$ cat config.mk
export PLATFORM = sky130hd
export DESIGN_NAME = cv32e40p_rf_writeback_flat
export DESIGN_NICKNAME = d
export VERILOG_FILES = /design/src/rtl/cv32e40p_rf_writeback_pkg.sv /design/src/rtl/cv32e40p_rf_writeback_if.sv /design/src/rtl/cv32e40p_rf_wb_fifo.sv /design/src/rtl/cv32e40p_rf_writeback.sv /design/src/flat_wrapper.sv
export SDC_FILE = /design/constraint.sdc
export NUM_CORES = 1
export LEC_CHECK = 0
export CORE_ASPECT_RATIO = 0.8
export CORE_MARGIN = 10
export CORE_UTILIZATION = 33
export CTS_CLUSTER_DIAMETER = 80
export DETAILED_ROUTE_END_ITERATION = 8
export PLACE_DENSITY = 0.7
export SYNTH_ARGS = -nofsm -noshare
export SYNTH_HDL_FRONTEND = slang
export SYNTH_SLANG_ARGS = --single-unit
$ cat constraint.sdc
create_clock -name clk -period 2.8 [get_ports clk]
set_input_delay 0.56 -clock clk [delete_from_list [all_inputs] [get_ports clk]]
set_output_delay 0.56 -clock clk [all_outputs]
set_load 0.05 [all_outputs]
$ cat src/rtl/cv32e40p_rf_writeback_pkg.sv
// Shared write-back types: a register-file write request as buffered by the APU FIFO.
// Field widths cover the largest supported configuration (FP registers, 32-bit data).
package cv32e40p_pkg;

  localparam int RF_WB_ADDR_MAX = 6;
  localparam int RF_WB_DATA_MAX = 32;

  typedef struct packed {
    logic [RF_WB_ADDR_MAX-1:0] waddr;
    logic [RF_WB_DATA_MAX-1:0] wdata;
  } rf_wb_req_t;

endpackage

$ cat src/rtl/cv32e40p_rf_writeback_if.sv
// Result producers, register-file write ports and scoreboard signals of the write-back block.
// The slave modport is the write-back block; the master modport is the pipeline side.
interface cv32e40p_rf_writeback_if #(
  parameter int ADDR_WIDTH = 5,
  parameter int DATA_WIDTH = 32
);

  logic                     ex_we_i;
  logic [ADDR_WIDTH-1:0]    ex_waddr_i;
  logic [DATA_WIDTH-1:0]    ex_wdata_i;
  logic                     lsu_valid_i;
  logic [ADDR_WIDTH-1:0]    lsu_waddr_i;
  logic [DATA_WIDTH-1:0]    lsu_wdata_i;
  logic                     apu_valid_i;
  logic                     apu_ready_o;
  logic [ADDR_WIDTH-1:0]    apu_waddr_i;
  logic [DATA_WIDTH-1:0]    apu_wdata_i;
  logic                     sb_set_i;
  logic [ADDR_WIDTH-1:0]    sb_addr_i;
  logic [2**ADDR_WIDTH-1:0] busy_o;
  logic                     we_a_o;
  logic [ADDR_WIDTH-1:0]    waddr_a_o;
  logic [DATA_WIDTH-1:0]    wdata_a_o;
  logic                     we_b_o;
  logic [ADDR_WIDTH-1:0]    waddr_b_o;
  logic [DATA_WIDTH-1:0]    wdata_b_o;
  logic                     waw_conflict_o;

  modport slave (
    input  ex_we_i, ex_waddr_i, ex_wdata_i,
    input  lsu_valid_i, lsu_waddr_i, lsu_wdata_i,
    input  apu_valid_i, apu_waddr_i, apu_wdata_i,
    input  sb_set_i, sb_addr_i,
    output apu_ready_o, busy_o,
    output we_a_o, waddr_a_o, wdata_a_o,
    output we_b_o, waddr_b_o, wdata_b_o,
    output waw_conflict_o
  );

  modport master (
    output ex_we_i, ex_waddr_i, ex_wdata_i,
    output lsu_valid_i, lsu_waddr_i, lsu_wdata_i,
    output apu_valid_i, apu_waddr_i, apu_wdata_i,
    output sb_set_i, sb_addr_i,
    input  apu_ready_o, busy_o,
    input  we_a_o, waddr_a_o, wdata_a_o,
    input  we_b_o, waddr_b_o, wdata_b_o,
    input  waw_conflict_o
  );

endinterface

$ cat src/rtl/cv32e40p_rf_wb_fifo.sv
// Circular buffer of pending APU write requests with wrap-around pointers.
// Pushes while full and pops while empty are ignored.
module cv32e40p_rf_wb_fifo
  import cv32e40p_pkg::*;
#(
  parameter int DEPTH = 2
) (
  input  logic                         clk,
  input  logic                         rst_n,
  input  logic                         push_i,
  input  rf_wb_req_t                   data_i,
  input  logic                         pop_i,
  output rf_wb_req_t                   data_o,
  output logic [$clog2(DEPTH+1)-1:0]   count_o,
  output logic                         empty_o,
  output logic                         full_o
);

  localparam int                 PTR_W    = (DEPTH > 1) ? $clog2(DEPTH) : 1;
  localparam int                 CNT_W    = $clog2(DEPTH+1);
  localparam logic [PTR_W-1:0]   LAST_PTR = PTR_W'(DEPTH-1);
  localparam logic [CNT_W-1:0]   DEPTH_C  = CNT_W'(DEPTH);

  rf_wb_req_t       mem_q [DEPTH];
  logic [PTR_W-1:0] wr_ptr_q, wr_ptr_d;
  logic [PTR_W-1:0] rd_ptr_q, rd_ptr_d;
  logic [CNT_W-1:0] count_q, count_d;
  logic             push_ok, pop_ok;

  assign empty_o = (count_q == '0);
  assign full_o  = (count_q == DEPTH_C);
  assign count_o = count_q;
  assign data_o  = mem_q[rd_ptr_q];

  always_comb begin
    push_ok  = push_i && !full_o;
    pop_ok   = pop_i && !empty_o;
    wr_ptr_d = wr_ptr_q;
    rd_ptr_d = rd_ptr_q;
    count_d  = count_q;
    if (push_ok) wr_ptr_d = (wr_ptr_q == LAST_PTR) ? '0 : wr_ptr_q + PTR_W'(1);
    if (pop_ok)  rd_ptr_d = (rd_ptr_q == LAST_PTR) ? '0 : rd_ptr_q + PTR_W'(1);
    case ({push_ok, pop_ok})
      2'b10:   count_d = count_q + CNT_W'(1);
      2'b01:   count_d = count_q - CNT_W'(1);
      default: count_d = count_q;
    endcase
  end

  always_ff @(posedge clk or negedge rst_n) begin
    if (!rst_n) begin
      wr_ptr_q <= '0;
      rd_ptr_q <= '0;
      count_q  <= '0;
    end else begin
      wr_ptr_q <= wr_ptr_d;
      rd_ptr_q <= rd_ptr_d;
      count_q  <= count_d;
    end
  end

  // Payload storage carries no reset; the pointers alone decide validity.
  always_ff @(posedge clk) begin
    if (push_ok) mem_q[wr_ptr_q] <= data_i;
  end

endmodule

$ cat src/rtl/cv32e40p_rf_writeback.sv
// Register-file write-back arbiter (EX on port A; LSU > APU FIFO > APU bypass on port B)
// plus pending-register scoreboard. Define CV32E40P_RF_WB_APU_BYPASS_EN for the empty-FIFO APU bypass.
module cv32e40p_rf_writeback
  import cv32e40p_pkg::*;
#(
  parameter int ADDR_WIDTH     = 5,
  parameter int DATA_WIDTH     = 32,
  parameter int APU_FIFO_DEPTH = 2
) (
  input logic                    clk,
  input logic                    rst_n,
  cv32e40p_rf_writeback_if.slave wb
);

  localparam int NREG = 2**ADDR_WIDTH;

  logic [NREG-1:0]                     busy_q, busy_d;
  rf_wb_req_t                          fifo_in, fifo_head;
  logic [$clog2(APU_FIFO_DEPTH+1)-1:0] fifo_count;
  logic                                fifo_empty, fifo_full;
  logic                                fifo_push, fifo_pop;
  logic                                apu_ready, apu_acc, apu_byp;
  logic                                b_req, we_b, we_a_raw, waw;
  logic [ADDR_WIDTH-1:0]               b_addr;
  logic [DATA_WIDTH-1:0]               b_data;
  logic                                unused_fifo;

  assign unused_fifo = ^{fifo_count, fifo_head};

  assign fifo_in.waddr = RF_WB_ADDR_MAX'(wb.apu_waddr_i);
  assign fifo_in.wdata = RF_WB_DATA_MAX'(wb.apu_wdata_i);

  cv32e40p_rf_wb_fifo #(
    .DEPTH (APU_FIFO_DEPTH)
  ) u_fifo (
    .clk     (clk),
    .rst_n   (rst_n),
    .push_i  (fifo_push),
    .data_i  (fifo_in),
    .pop_i   (fifo_pop),
    .data_o  (fifo_head),
    .count_o (fifo_count),
    .empty_o (fifo_empty),
    .full_o  (fifo_full)
  );

  always_comb begin
    // Space is judged on the registered count only, so a same-cycle pop never frees a slot.
    apu_ready = !fifo_full;
    apu_acc   = wb.apu_valid_i && apu_ready;
`ifdef CV32E40P_RF_WB_APU_BYPASS_EN
    apu_byp   = apu_acc && fifo_empty && !wb.lsu_valid_i;
`else
    apu_byp   = 1'b0;
`endif
    fifo_push = apu_acc && !apu_byp;
    fifo_pop  = !wb.lsu_valid_i && !fifo_empty;

    b_req  = 1'b0;
    b_addr = '0;
    b_data = '0;
    if (wb.lsu_valid_i) begin
      b_req  = 1'b1;
      b_addr = wb.lsu_waddr_i;
      b_data = wb.lsu_wdata_i;
    end else if (!fifo_empty) begin
      b_req  = 1'b1;
      b_addr = fifo_head.waddr[ADDR_WIDTH-1:0];
      b_data = fifo_head.wdata[DATA_WIDTH-1:0];
    end else if (apu_byp) begin
      b_req  = 1'b1;
      b_addr = wb.apu_waddr_i;
      b_data = wb.apu_wdata_i;
    end

    // x0 requests still travel the arbiter but never raise an enable.
    we_b     = rst_n && b_req && (b_addr != '0);
    we_a_raw = rst_n && wb.ex_we_i && (wb.ex_waddr_i != '0);
    waw      = we_a_raw && we_b && (wb.ex_waddr_i == b_addr);

    // Set after clear so a same-cycle set on the retiring register wins.
    busy_d = busy_q;
    if (we_b) busy_d[b_addr] = 1'b0;
    if (wb.sb_set_i && (wb.sb_addr_i != '0)) busy_d[wb.sb_addr_i] = 1'b1;
    busy_d[0] = 1'b0;
  end

  always_ff @(posedge clk or negedge rst_n) begin
    if (!rst_n) busy_q <= '0;
    else        busy_q <= busy_d;
  end

  assign wb.apu_ready_o    = apu_ready;
  assign wb.busy_o         = busy_q;
  assign wb.we_a_o         = we_a_raw && !waw;
  assign wb.waddr_a_o      = wb.ex_waddr_i;
  assign wb.wdata_a_o      = wb.ex_wdata_i;
  assign wb.we_b_o         = we_b;
  assign wb.waddr_b_o      = b_addr;
  assign wb.wdata_b_o      = b_data;
  assign wb.waw_conflict_o = waw;

endmodule

$ cat src/flat_wrapper.sv
// flat-port wrapper written by rule: the top's interface ports become plain ports
module cv32e40p_rf_writeback_flat import cv32e40p_pkg::*;
#(
  parameter int ADDR_WIDTH     = 5,
  parameter int DATA_WIDTH     = 32,
  parameter int APU_FIFO_DEPTH = 2
)
  (clk, rst_n, wb_ex_we_i, wb_ex_waddr_i, wb_ex_wdata_i, wb_lsu_valid_i, wb_lsu_waddr_i, wb_lsu_wdata_i, wb_apu_valid_i, wb_apu_waddr_i, wb_apu_wdata_i, wb_sb_set_i, wb_sb_addr_i, wb_apu_ready_o, wb_busy_o, wb_we_a_o, wb_waddr_a_o, wb_wdata_a_o, wb_we_b_o, wb_waddr_b_o, wb_wdata_b_o, wb_waw_conflict_o);
  cv32e40p_rf_writeback_if #(.ADDR_WIDTH(ADDR_WIDTH), .DATA_WIDTH(DATA_WIDTH)) wb_i ();
  input logic clk;
  input logic rst_n;
  input wire logic [$bits(wb_i.ex_we_i)-1:0] wb_ex_we_i;
  input wire logic [$bits(wb_i.ex_waddr_i)-1:0] wb_ex_waddr_i;
  input wire logic [$bits(wb_i.ex_wdata_i)-1:0] wb_ex_wdata_i;
  input wire logic [$bits(wb_i.lsu_valid_i)-1:0] wb_lsu_valid_i;
  input wire logic [$bits(wb_i.lsu_waddr_i)-1:0] wb_lsu_waddr_i;
  input wire logic [$bits(wb_i.lsu_wdata_i)-1:0] wb_lsu_wdata_i;
  input wire logic [$bits(wb_i.apu_valid_i)-1:0] wb_apu_valid_i;
  input wire logic [$bits(wb_i.apu_waddr_i)-1:0] wb_apu_waddr_i;
  input wire logic [$bits(wb_i.apu_wdata_i)-1:0] wb_apu_wdata_i;
  input wire logic [$bits(wb_i.sb_set_i)-1:0] wb_sb_set_i;
  input wire logic [$bits(wb_i.sb_addr_i)-1:0] wb_sb_addr_i;
  output wire logic [$bits(wb_i.apu_ready_o)-1:0] wb_apu_ready_o;
  output wire logic [$bits(wb_i.busy_o)-1:0] wb_busy_o;
  output wire logic [$bits(wb_i.we_a_o)-1:0] wb_we_a_o;
  output wire logic [$bits(wb_i.waddr_a_o)-1:0] wb_waddr_a_o;
  output wire logic [$bits(wb_i.wdata_a_o)-1:0] wb_wdata_a_o;
  output wire logic [$bits(wb_i.we_b_o)-1:0] wb_we_b_o;
  output wire logic [$bits(wb_i.waddr_b_o)-1:0] wb_waddr_b_o;
  output wire logic [$bits(wb_i.wdata_b_o)-1:0] wb_wdata_b_o;
  output wire logic [$bits(wb_i.waw_conflict_o)-1:0] wb_waw_conflict_o;
  assign wb_i.ex_we_i = wb_ex_we_i;
  assign wb_i.ex_waddr_i = wb_ex_waddr_i;
  assign wb_i.ex_wdata_i = wb_ex_wdata_i;
  assign wb_i.lsu_valid_i = wb_lsu_valid_i;
  assign wb_i.lsu_waddr_i = wb_lsu_waddr_i;
  assign wb_i.lsu_wdata_i = wb_lsu_wdata_i;
  assign wb_i.apu_valid_i = wb_apu_valid_i;
  assign wb_i.apu_waddr_i = wb_apu_waddr_i;
  assign wb_i.apu_wdata_i = wb_apu_wdata_i;
  assign wb_i.sb_set_i = wb_sb_set_i;
  assign wb_i.sb_addr_i = wb_sb_addr_i;
  assign wb_apu_ready_o = wb_i.apu_ready_o;
  assign wb_busy_o = wb_i.busy_o;
  assign wb_we_a_o = wb_i.we_a_o;
  assign wb_waddr_a_o = wb_i.waddr_a_o;
  assign wb_wdata_a_o = wb_i.wdata_a_o;
  assign wb_we_b_o = wb_i.we_b_o;
  assign wb_waddr_b_o = wb_i.waddr_b_o;
  assign wb_wdata_b_o = wb_i.wdata_b_o;
  assign wb_waw_conflict_o = wb_i.waw_conflict_o;
  cv32e40p_rf_writeback #(.ADDR_WIDTH(ADDR_WIDTH), .DATA_WIDTH(DATA_WIDTH), .APU_FIFO_DEPTH(APU_FIFO_DEPTH)) u_core (.clk(clk), .rst_n(rst_n), .wb(wb_i));
endmodule
==> results.json, run 1 <==
{
  "outcome": "finished clean",
  "path_buf_inv": 2,
  "worstSetupStartpoint": "wb_ex_waddr_i[3]",
  "routedWlPerCell_um": 19.3,
  "die_h_um": 129,
  "critical-path-slowest-cell": "or4_1",
  "area_growth_pct": 50.9,
  "coreArea_mm2": 0.0144,
  "h-tree-depth": 3,
  "pin_count": 232,
  "gr-usage-all-layers": 0.139,
  "ys_ff_latch": 109,
  "start_util": 0.339,
  "path_delay_family": "simple AND/OR/NAND/NOR gates",
  "fmax_mhz": 358,
  "portBuffers": 166,
  "core.rowCount": 39,
  "hold_viol_final": 0,
  "avgSynthCellArea_um2": 12.6,
  "grt_pass1_vias": 3914,
  "overflow": 0,
  "ys_seq_area_frac": 0.636,
  "cts_hold_buf": 0,
  "clockBufferDepth": 2,
  "reg2reg_from": "u_core.u_fifo.rd_ptr_q$_DFFE_PN0P_",
  "crit_arrival_ps": 2230,
  "worstSkewPairLatency_ps": 350,
  "clock_sinks": 109,
  "grt_max_degree": 38,
  "ff2ff_setup_slack_ps": 720,
  "final_cell_mix": "clkdlybuf4s50_1, o21ai_0, edfxtp_1",
  "postRouteAntennaNets": 0,
  "dpl.hpwl_um": 10700,
  "drive_gt1_frac": 0.200,
  "worst_pin_slew_ps": 538,
  "skew_ps": 5.56,
  "n_antenna_cell": 0,
  "dpl_cell_area_mm2": 0.00702,
  "grt_pass1_wl_um": 21600,
  "final-instance-count-excl-fill": 728,
  "r2r_cells": 8,
  "drv_cap": 0,
  "first_pass_iters": 5,
  "design_area_mm2": 0.00735,
  "die_area_mm2": 0.0201,
  "total_power_mw": 7.85,
  "fin_crit_sh": 0.997,
  "synth_ff_type": "edfxtp_1",
  "synth_edf_count": 74,
  "synth.cell_area_mm2": 0.00487,
  "synth_cells": 388,
  "worstSetupEndpointType": "output port",
  "syn_nets": 511,
  "p_per_area_mw_per_mm2": 1070,
  "slew_violations": 0,
  "period_minus_slack_ps": 2790,
  "synthDistinctLibCells": 36,
  "async_reset_ff_frac": 0.321,
  "cts_tree": "done",
  "critPathMaxStageDelay_ps": 540,
  "p_leak_nw": 2.80,
  "gp_congestion": 0.875,
  "setup_viol": 0,
  "crit_required_ps": 2240,
  "ctsRootBufferMaster": "clkbuf_16",
  "yosys_warnings": 0,
  "ir_drop_v": 0.000592,
  "clk_pin_slew_ps": 70,
  "final_common_cell": "clkdlybuf4s50_1",
  "timing.rr.end": "u_core.wb.busy_o[15]$_DFF_PN0_",
  "fin_nets": 663,
  "route.detailed.drc": 0,
  "path_cells": "clkdlybuf4s50_1 -> or4_1 -> o211ai_1 -> and3b_2 -> buf_12",
  "cts_buffers": 9,
  "dr.first_iter.drc_count": 200,
  "slew-limit-headroom": 0.640,
  "cp-start-kind": "primary input",
  "worstSetupPathType": "primary input to output port",
  "hp-class": "primary input to asynchronous set/reset pin",
  "cp_max_fo": 2,
  "setup_tns_ps": 0,
  "dp.cells": 712,
  "viasPerCell": 4.98,
  "totalWireLength_um": 14100,
  "die_width_um": 156,
  "antenna_found_initial": 0,
  "vias": 3626
}
==> stage by stage <==
| step | util | hold slack (ps) | setup WS [ps] |
|---|---|---|---|
| 6_report | 0.511 | 43.5 | 7.33 |
| 5_1_grt | 0.511 | 29.3 | -24.3 |
| 4_1_cts | 0.510 | 25.7 | -33.3 |
| 3_5_place_dp | 0.488 | 413 | -106 |
| 3_3_place_gp | 0.488 | 413 | -51.2 |
| 2_1_floorplan | - | 264 | 40.7 |
==> cell families (layout without fill, tap and decap cells) <==
| logic type | count (synthesis) | in the layout | synth area share |
|---|---|---|---|
| flops | 109 | 109 | 0.636 |
| compound gates | 104 | 104 | 0.117 |
| simple gates | 72 | 72 | 0.0755 |
| buf+inv | 54 | 210 | 0.0747 |
| mux | 37 | 37 | 0.0760 |
| xor+xnor | 10 | 10 | 0.0180 |
| fa+ha+maj | 1 | 1 | 0.00257 |
| other cells | 1 | 1 | 0.000769 |
==> sequential cells by signal (all words and copies together) (netlist names) <==
name	cells
u_core.u_fifo.wr_ptr_q	1
u_core.wb.busy_o	31
u_core.u_fifo.mem_q	74
u_core.u_fifo.rd_ptr_q	1
u_core.u_fifo.count_o	2
==> final cells by class <==
class,count,area [um2]
clock inverter,6,72.6
inverter,4,15.0
tap,184,230
multi-input combinational,225,1460
sequential,109,3100
timing repair buffer,191,2250
fill,1188,7040
clock buffer,9,225
==> routing by layer <==
layer,wire (um),global-route usage,vias to the layer above
li1,-,-,1673
met1,5310,0.153,1709
met2,6540,0.221,209
met3,1930,0.0766,35
met4,303,0.0527,0
met5,0,0,-
==> cells in the mapped netlist (4+ instances only) <==
cell      instances  area, um2
mux2i_1          37        370
dfrtp_1          35        876
nand3_1           8       40.0
nand3b_1          6       45.0
clkbuf_1          7       26.3
o21ai_1          20        100
buf_4            38        285
edfxtp_1         74       2220
nor2_1            5       18.8
nand2_1          40        150
o21ai_0          74        370
or3_4             4       45.0
xnor2_1           7       61.3
==> power breakdown <==
part / switching (mW) / internal, mW
sequential: 0.260 / 2.26
combinational: 2.47 / 1.60
clock: 0.568 / 0.696
==> worst reg2reg max path, stage by stage (launching register included) <==
cell and delay [ps]:
dfrtp_2 490, mux2i_1 170, o21a_2 230, buf_4 140, inv_2 40, buf_4 130
nand3_1 330, o21ai_0 300, o21ai_0 120
==> how the worst max path moves through the flow <==
stage                        endpoint  slack [ps]  cells past startpoint
finish              wb_waw_conflict_o           7                      5
global route        wb_waw_conflict_o         -20                      5
CTS                 wb_waw_conflict_o         -30                      5
detailed placement  wb_waw_conflict_o        -110                      8
global placement            wb_we_b_o         -50                      7
floorplan            wb_wdata_b_o[14]          40                      4
==> timing repair <==
action                                  CTS  global route
pin swaps                                 2             2
endpoints found under the setup margin    3             6
resized for setup                         6             2
setup buffers                             0             1
(Power assumes the default switching activity.)
==> run 2: changes to the inputs <==
--- a/config.mk
+++ b/config.mk
@@ -11,6 +11,7 @@
 export CTS_CLUSTER_DIAMETER = 80
 export DETAILED_ROUTE_END_ITERATION = 8
 export PLACE_DENSITY = 0.7
+export SKIP_CTS_REPAIR_TIMING = 1
 export SYNTH_ARGS = -nofsm -noshare
 export SYNTH_HDL_FRONTEND = slang
 export SYNTH_SLANG_ARGS = --single-unit
==> results.json, run 2 (synthesized netlist as in run 1, its figures left out) <==
{
  "die_h_um": 129,
  "hp-class": "primary input to asynchronous set/reset pin",
  "design_area_mm2": 0.00734,
  "ir_drop_v": 0.000592,
  "crit_arrival_ps": 2200,
  "largest_reg_flops": 74,
  "route.detailed.drc": 0,
  "crit_required_ps": 2240,
  "final_cell_mix": "clkdlybuf4s50_1, o21ai_0, edfxtp_1",
  "fin_nets": 664,
  "regMostFlops": "u_core.u_fifo.mem_q",
  "path_cells": "clkdlybuf4s50_1 -> or4_1 -> o211ai_1 -> and3b_1 -> buf_12",
  "fmax_mhz": 363,
  "timing.rr.end": "u_core.wb.busy_o[8]$_DFF_PN0_",
  "antenna_found_initial": 0,
  "internal_power_mw": 4.56,
  "gp_congestion": 0.875,
  "period_minus_slack_ps": 2760,
  "grt_pass1_wl_um": 21600,
  "h-tree-depth": 3,
  "worstSetupPathType": "primary input to output port",
  "drv_cap": 0,
  "grt_max_degree": 38,
  "critical-path-slowest-cell": "or4_1",
  "pin_count": 232,
  "ff2ff_setup_slack_ps": 730,
  "cp-start-kind": "primary input",
  "cts_buffers": 9,
  "worstSetupEndpointType": "output port",
  "p_per_area_mw_per_mm2": 1070,
  "total_power_mw": 7.86,
  "slew_violations": 0,
  "vias": 3658,
  "seqPwrFrac": 0.321,
  "setup_viol": 0,
  "dpl_cell_area_mm2": 0.00702,
  "coreArea_mm2": 0.0144,
  "drive_gt1_frac": 0.196,
  "swShare": 0.420,
  "finalCoreUtilization": 0.510,
  "die_area_mm2": 0.0201,
  "setup_tns_ps": 0,
  "start_util": 0.339,
  "reg2reg_from": "u_core.u_fifo.rd_ptr_q$_DFFE_PN0P_",
  "core.rowCount": 39,
  "p_leak_nw": 2.81,
  "overflow": 0,
  "totalWireLength_um": 14100,
  "gr-usage-all-layers": 0.138,
  "die_width_um": 156,
  "skew_ps": 5.90,
  "dr.first_iter.drc_count": 187,
  "area_growth_pct": 50.7,
  "portBuffers": 166,
  "critPathMaxStageDelay_ps": 520,
  "clkPwrFrac": 0.161,
  "outcome": "finished clean",
  "viasPerCell": 5.02,
  "p_sw_mw": 3.30,
  "worstSkewPairLatency_ps": 350,
  "hold_viol_final": 0,
  "worstSetupStartpoint": "wb_ex_waddr_i[1]",
  "clockBufferDepth": 2,
  "clock_sinks": 109,
  "fin_crit_sh": 0.985,
  "cp_max_fo": 2,
  "n_antenna_cell": 0,
  "slew-limit-headroom": 0.640,
  "clk_pin_slew_ps": 70,
  "routedWlPerCell_um": 19.3,
  "fillers": 1190,
  "grt_pass1_vias": 3896,
  "grt_setup_unrepaired": "yes",
  "worst_pin_slew_ps": 538,
  "r2r_cells": 8,
  "ctsRootBufferMaster": "clkbuf_16",
  "power_frac_comb": 0.518,
  "cts_tree": "done",
  "first_pass_iters": 6,
  "postRouteAntennaNets": 0,
  "dpl.hpwl_um": 10700,
  "final_common_cell": "clkdlybuf4s50_1"
}
[run 2: cell count changes in the layout (fill, tap and decap cells not counted), sizes merged]
cell / before / now
dlygate4sd2: 1 / 0
buf: 71 / 72
dlymetal6s2s: 0 / 1
[run 2: power groups by stage]
stage / logic (mW) / registers [mW] / clock network, mW
global placement: 4.04 / 2.53 / 0
CTS: 4.09 / 2.52 / 1.31
floorplan: 1.71 / 3.21 / 0
detailed placement: 4.08 / 2.56 / 0
finish: 4.07 / 2.52 / 1.27
global route: 4.29 / 2.56 / 1.37
[run 2: per-layer routing]
metal	global-route usage	share of wire	routed length [um]
met1	0.153	0.37	5270
met2	0.220	0.47	6590
met3	0.0763	0.14	1940
met4	0.0527	0.021	299
met5	0	0	0
[run 2: how the worst max path moves through the flow]
| stage | endpoint | slack [ps] | depth (start not counted) |
|---|---|---|---|
| finish | wb_waw_conflict_o | 40 | 5 |
| global placement | wb_we_b_o | -50 | 7 |
| CTS | wb_waw_conflict_o | -110 | 8 |
| floorplan | wb_wdata_b_o[14] | 40 | 4 |
| detailed placement | wb_waw_conflict_o | -110 | 8 |
| global route | wb_waw_conflict_o | -30 | 5 |
[run 2: layout make-up]
type,instances,area [um2],share of cell area
Clock inverter,6,72.6,0.00988
Tap cell,184,230,0.0314
Multi-Input combinational cell,225,1440,0.196
Timing Repair Buffer,192,2260,0.308
Sequential cell,109,3100,0.422
Clock buffer,9,225,0.0307
Inverter,4,15.0,0.00204
[run 2: metrics by stage]
stage	instances	hold slack, ps	setup slack, ps
final	729	42.4	43.3
after global routing	729	29.3	-27.4
after CTS	727	25.7	-115
after detailed placement	712	413	-106
after global placement	712	413	-51.2
after floorplan	388	264	40.7
[run 2: critical path, delay by kind of cell]
family | cells | cell delay [ps]
and+or+nand+nor | 2 | 780
AOI/OAI and AO/OA | 1 | 280
buffers and inverters | 2 | 570
